### config.mk
export PLATFORM = sky130hd
export DESIGN_NAME = nibble_packer
export DESIGN_NICKNAME = d
export VERILOG_FILES = /design/src/rtl/nibble_packer.sv
export SDC_FILE = /design/constraint.sdc
export NUM_CORES = 1
export LEC_CHECK = 0
export CAP_MARGIN = 10
export CORE_UTILIZATION = 54
export CTS_CLUSTER_DIAMETER = 150
export DETAILED_ROUTE_END_ITERATION = 10
export GPL_TIMING_DRIVEN = 0
export PLACE_DENSITY_LB_ADDON = 0.2
export SYNTH_ARGS = -nofsm -noshare
export SYNTH_HDL_FRONTEND = slang
export SYNTH_SLANG_ARGS = --single-unit
### constraint.sdc
create_clock -name clock -period 2.8 [get_ports clock]
set_clock_uncertainty 0.05 [all_clocks]
set_input_delay 0.56 -clock clock [delete_from_list [all_inputs] [get_ports clock]]
set_output_delay 0.56 -clock clock [all_outputs]
set_load 0.03 [all_outputs]
### src/rtl/nibble_packer.sv
// rtl/nibble_packer.sv - LSB-first nibble-to-word packer with assembly and output buffers.
// Optional partial-word flush is enabled by defining PACKER_FLUSH_EN.
module nibble_packer #(
    parameter  int NIBBLES = 8,
    parameter  int WIDTH   = 4,
    localparam int W       = NIBBLES * WIDTH,
    localparam int CW      = $clog2(NIBBLES + 1)
) (
    input  logic              clock,
    input  logic              reset,
    input  logic              clear,
    input  logic [WIDTH-1:0]  in_data,
    input  logic              in_valid,
    output logic              in_ready,
    input  logic              flush,
    output logic [W-1:0]      out_data,
    output logic [CW-1:0]     out_count,
    output logic              out_valid,
    input  logic              out_ready
);

    localparam logic [CW-1:0] LAST_IDX = CW'(NIBBLES - 1);

    logic [CW-1:0] r_cnt;
    logic [W-1:0]  r_asm;
    logic          r_asm_full;
    logic [CW-1:0] r_held_cnt;
    logic [W-1:0]  r_out_data;
    logic [CW-1:0] r_out_count;
    logic          r_out_valid;

    logic          w_accept;
    logic [CW-1:0] w_cnt_eff;
    logic [W-1:0]  w_asm_next;
    logic          w_word_full;
    logic          w_flush_fire;
    logic          w_complete;
    logic          w_slot_free;

    assign w_accept    = in_valid && !r_asm_full;
    assign w_cnt_eff   = r_cnt + {{(CW-1){1'b0}}, w_accept};
    assign w_word_full = w_accept && (r_cnt == LAST_IDX);
    assign w_slot_free = !r_out_valid || out_ready;

`ifdef PACKER_FLUSH_EN
    // Flush counts a nibble accepted on the same edge; an empty or stalled assembly ignores it.
    assign w_flush_fire = flush && !r_asm_full && (w_cnt_eff != '0);
`else
    assign w_flush_fire = flush & 1'b0;
`endif

    assign w_complete = w_word_full || w_flush_fire;

    always_comb begin
        w_asm_next = r_asm;
        for (int k = 0; k < NIBBLES; k++) begin
            if (w_accept && (r_cnt == CW'(k))) begin
                w_asm_next[k*WIDTH +: WIDTH] = in_data;
            end
        end
    end

    always_ff @(posedge clock or posedge reset) begin
        if (reset) begin
            r_cnt       <= '0;
            r_asm       <= '0;
            r_asm_full  <= 1'b0;
            r_held_cnt  <= '0;
            r_out_data  <= '0;
            r_out_count <= '0;
            r_out_valid <= 1'b0;
        end else if (clear) begin
            r_cnt       <= '0;
            r_asm       <= '0;
            r_asm_full  <= 1'b0;
            r_held_cnt  <= '0;
            r_out_data  <= '0;
            r_out_count <= '0;
            r_out_valid <= 1'b0;
        end else if (r_asm_full) begin
            // A held word implies out_valid is high, so moving it keeps out_valid asserted.
            if (w_slot_free) begin
                r_out_data  <= r_asm;
                r_out_count <= r_held_cnt;
                r_out_valid <= 1'b1;
                r_asm       <= '0;
                r_asm_full  <= 1'b0;
            end
        end else if (w_complete) begin
            r_cnt <= '0;
            if (w_slot_free) begin
                r_out_data  <= w_asm_next;
                r_out_count <= w_cnt_eff;
                r_out_valid <= 1'b1;
                r_asm       <= '0;
            end else begin
                r_asm      <= w_asm_next;
                r_held_cnt <= w_cnt_eff;
                r_asm_full <= 1'b1;
            end
        end else begin
            r_asm <= w_asm_next;
            r_cnt <= w_cnt_eff;
            if (r_out_valid && out_ready) begin
                r_out_valid <= 1'b0;
            end
        end
    end

    assign in_ready  = !r_asm_full;
    assign out_data  = r_out_data;
    assign out_count = r_out_count;
    assign out_valid = r_out_valid;

endmodule

Yosys cells after proc, flatten, opt, wreduce, memory -nomap -nowiden
Cells that the tools add are included.
Widths: inputs -> output; s select.
{ "classes": {"addsub": 1, "n_eq_ne": 10, "n_mux": 39, "reduce_logical": 20} }
{ "ops": {"columns": ["op", "n"], "rows": [
  ["$mux 32", 10],
  ["$mux 4", 20],
  ["$eq 4x3->1 const B", 4],
  ["$logic_and 1x1->1", 10],
  ["$mux 1", 9],
  ["$eq 4x2->1 const B", 2],
  ["$add 4x1->4", 1],
  ["$eq 4x1->1 const B", 1],
  ["$logic_not 4->1", 1],
  ["$ne 2x2->1 const B", 2],
  ["$reduce_bool 2->1", 2],
  ["$reduce_bool 4->1", 1],
  ["$ne 3x2->1 const B", 1],
  ["$reduce_and 3->1", 1],
  ["$reduce_bool 3->1", 1],
  ["$logic_not 1->1", 2],
  ["$reduce_and 2->1", 1],
  ["$logic_or 1x1->1", 1]
]} }
{ "totals": {"register_bits": 78, "input_bits": 10, "out_inout_bits": 38, "word_cells": 77} }

Depth between registers and ports, before layout
{ "depth": {"depth_word": 8, "mapped_depth": 9, "ltp_nobuf": 7} }

Least setup slack after synthesis
Ideal clock, no wire load.
{ "synth_timing": {"kind": "reg2reg", "from": "reg r_asm_full", "to": "reg r_out_data[16] (netlist: out_data[16])", "setup_time_ns": 0.075, "arrival_ns": 1.694, "t_required_ns": 2.675, "path_slack_ns": 0.981, "stages_incl_launch_ff": 7, "path_buffers": 2, "period_less_slack_ns": 1.819, "cell_sequence": "dfrtp_1 -> buf_4 -> inv_1 -> o21ai_2 -> a21oi_2 -> buf_1 -> o2bb2ai_2"} }
{ "synth_via": {"elab_chain_cells": 8, "elab_cells_between_ends": 11, "classes_between": "5 x mux; 6 x reduce/logical"} }
{ "synth_rtl": {"columns": ["element", "line_no", "text"], "rows": [
  ["from (decl)", "26", "logic r_asm_full;"],
  ["from (signal assigned)", "67", "r_asm_full <= 1'b0;"],
  ["from (signal assigned)", "75", "r_asm_full <= 1'b0;"],
  ["from (signal assigned)", "87", "r_asm_full <= 1'b0;"],
  ["$logic_not 1->1 *", null, null],
  ["named net in_ready", "14", "output logic in_ready,"],
  ["$logic_and 1x1->1 *", "40", "assign w_accept = in_valid && !r_asm_full;"],
  ["$logic_and 1x1->1", "57", "if (w_accept && (r_cnt == CW'(k))) begin"],
  ["$mux 4", "57", null],
  ["$mux 32", "91", "if (w_slot_free) begin"],
  ["$mux 32", "89", "end else if (w_complete) begin"],
  ["$mux 32", "80", "end else if (r_asm_full) begin"],
  ["$mux 32", "72", "end else if (clear) begin"],
  ["to (signal assigned)", "83", "r_out_data <= r_asm;"],
  ["to (signal assigned)", "92", "r_out_data <= w_asm_next;"],
  ["to (decl)", "28", "logic [W-1:0] r_out_data;"]
]} }
The timed path passes the listed nets; every way through them passes the cells marked *. The select of a mux whose other input is x is not followed.
A chain may end at the register's enable or synchronous reset.

Final worst setup path
{ "layout_timing": {"from": "reg r_asm_full", "to": "out in_ready"} }
{ "layout_via": {"elab_chain_cells": 1} }
{ "layout_rtl": {"columns": ["element", "line_no", "text"], "rows": [
  ["$logic_not 1->1", "110", "assign in_ready = !r_asm_full;"],
  ["to (decl)", "14", null]
]} }
Every way passes these cells.

==> results.toml <==
[synthesis]
yosysTopAreaCell = "dfrtp_1"
synth_edf_count = 0
async_flop_share_pct = 100.0
yosysWarnings = 0
ys_seq_area_share_pct = 52.30
netlist.area_leader.share_pct = 52.30
synth.net_count = 309
synth.cell_area_um2 = 3732
syn_avg_cell_area_um2 = 12.57
syn_inst = 297
ys_seq_elements = 78
synth_area_leaders = "dfrtp_1 (52%), o2bb2ai_2 (12%), mux2i_1 (8.3%)"
ys_types = 41
synthFlopType = "dfrtp_1"

[drt]
first_pass_iters = 4
drt_iter0_markers = 187
drtAntennaViolNets = 0
vias = 2747
vias_per_cell = 6.300
drc_errors = 0
postRouteWirelength_um = 8532
wl_per_cell_um = 19.57

[sta]
finalCriticalPeriod_ns = 2.432
rsz0062_at_grt = "no"
finalSetupTns_ns = 0
timing.final.crit_share_pct = 86.85
final_max_slew_viol_count = 0
fin_ws_ns = 0.3683
tightest_slew_ns = 0.6948
finalSetupViolCount = 0
hold_violations = 0
max_slew_margin_pct = 53.68
fmax_mhz = 411.2
fin_hold_ws_ns = 0.4472

[power_and_ir_drop]
powerDensity_nw_per_um2 = 481.5
power_leakage_nw = 1.967
ir_worst_vdd_v = 0.0003249

[floorplanning]
core_area_um2 = 6495
die-area_um2 = 7248
die_y_um = 85.14
die_x_um = 85.14
rows = 29
ioPinCount = 48
start_util_pct = 57.46

[min_path]
hp-class = "in -> async"

[layout]
nets = 367
drive_gt1_share_pct = 18.11
antenna_cells = 0
final_util_pct = 69.41
final_common_cell = "dfrtp_1"
area.growth.synth_to_final_pct = 20.78
final_cell_mix = "dfrtp_1 (78), clkdlybuf4s50_1 (46), mux2i_1 (31)"

[clock_tree]
numCtsBuffers = 9
hold_buffers = 0
cts_sinks = 78
clk_pin_slew_ns = 0.09
cts.path.max_buffers = 2
cts_tree = "built"
ctsResizeCount = 0
cts_setup_buffers = 0
clk_latency_ns = 0.36
cts_max_level = 3
root_buffer = "clkbuf_8"

[global_routing]
grt_remaining_overflow = 0
grt_pass1_vias = 2763
grtUsageTotal_pct = 26.07
grt_pass1_wl_um = 14280
antenna_found_initial = 0
grt_start_max_net_pins = 59

[critical_path]
cp-end-kind = "primary output"
critPathLaunchType = "register"
cp.arrival_ns = 1.82
path_cells = "buf_4, inv_1, clkdlybuf4s50_1"
cp_max_fo = 10
crit_type = "reg -> out"
cp_slowest_cell = "clkdlybuf4s50_1"
required_ns = 2.19
critPathMaxStageDelay_ns = 0.71

[job]
cap_violations = 0

[placed_design]
routabilityCongestion = 0.8729
hpwl_um = 5728
pre_cts_ws_ns = 0.1262
io_buffers = 46

[run_status]
outcome = "complete, no violations"
[stage by stage]
step                instances  cell area [µm²]  power (mW)
floorplan                 297             3732       1.287
global placement          420             4289       1.343
detailed placement        421             4319       1.352
CTS                       436             4508       2.176
global route              436             4508       2.242
finish                    436             4508       2.171
[routing by layer]
metal	global-route usage [%]	routed length, µm	vias to the layer above
met4	13.25	174	0
met3	4.767	376	15
met2	39.00	4114	80
met1	36.64	3866	1397
met5	0	0	-
li1	-	-	1255
[cell usage after synthesis (all sizes together) (3+ instances only)]
cell type / count
o2bb2ai: 34
o31ai: 3
a21oi: 11
nor2: 13
nand3: 11
o21ai: 9
a22oi: 4
nor2b: 6
nand2b: 4
mux2i: 31
nand2: 17
inv: 3
nor3: 4
buf: 14
dfrtp: 78
a32o: 24
clkbuf: 11
[state kept, by name, summed over array words and instances (netlist names)]
name and count:
r_cnt 4, out_valid 1, out_count 4, out_data 32, r_asm 32, r_asm_full 1
r_held_cnt 4
[cell families after synthesis]
family / count (synthesis) / share of synthesized area (%)
DFF: 78 / 52.30
AOI/OAI and AO/OA: 93 / 25.48
xor gates and xnor gates: 2 / 0.4694
and+or+nand+nor: 63 / 8.883
buffers and inverters: 28 / 3.888
muxes: 31 / 8.314
adders and majority gates: 2 / 0.6704
[report_power, final]
part	switching [mW]	total [mW]	internal (mW)
Combinational	0.124	0.183	0.0591
Clock	0.413	0.842	0.429
Sequential	0.00727	1.15	1.14
Total	0.544	2.17	1.63
[path summary, 6_finish.rpt]
check	start	endpoint	slack, ns	depth (start not counted)
worst min-delay path	reset	out_count[3]$_DFFE_PP0P_	0.45	2
worst min register to register	out_data[10]$_DFFE_PP0P_	out_data[10]$_DFFE_PP0P_	0.45	1
max in group asynchronous	reset	out_data[24]$_DFFE_PP0P_	1.68	3
min in group clock	out_data[10]$_DFFE_PP0P_	out_data[10]$_DFFE_PP0P_	0.45	1
worst max register to register	r_asm_full$_DFF_PP0_	out_count[2]$_DFFE_PP0P_	0.70	9
worst max-delay path	r_asm_full$_DFF_PP0_	in_ready	0.37	3
[final cells by class]
type,instances,area [µm²]
Clock inverter,4,47.55
Timing Repair Buffer,47,488.0
Tap cell,77,96.34
Buffer,25,133.9
Fill cell,487,1987
Multi-Input combinational cell,191,1635
Inverter,3,13.76
Clock buffer,11,141.4
Sequential cell,78,1952
[worst max-delay path: cells and delay by family, from the launching register on]
kind                   cells  cell delay, ns
buffers and inverters      3            1.09
flip-flops                 1            0.38
Power figures use the tool's default switching activity.
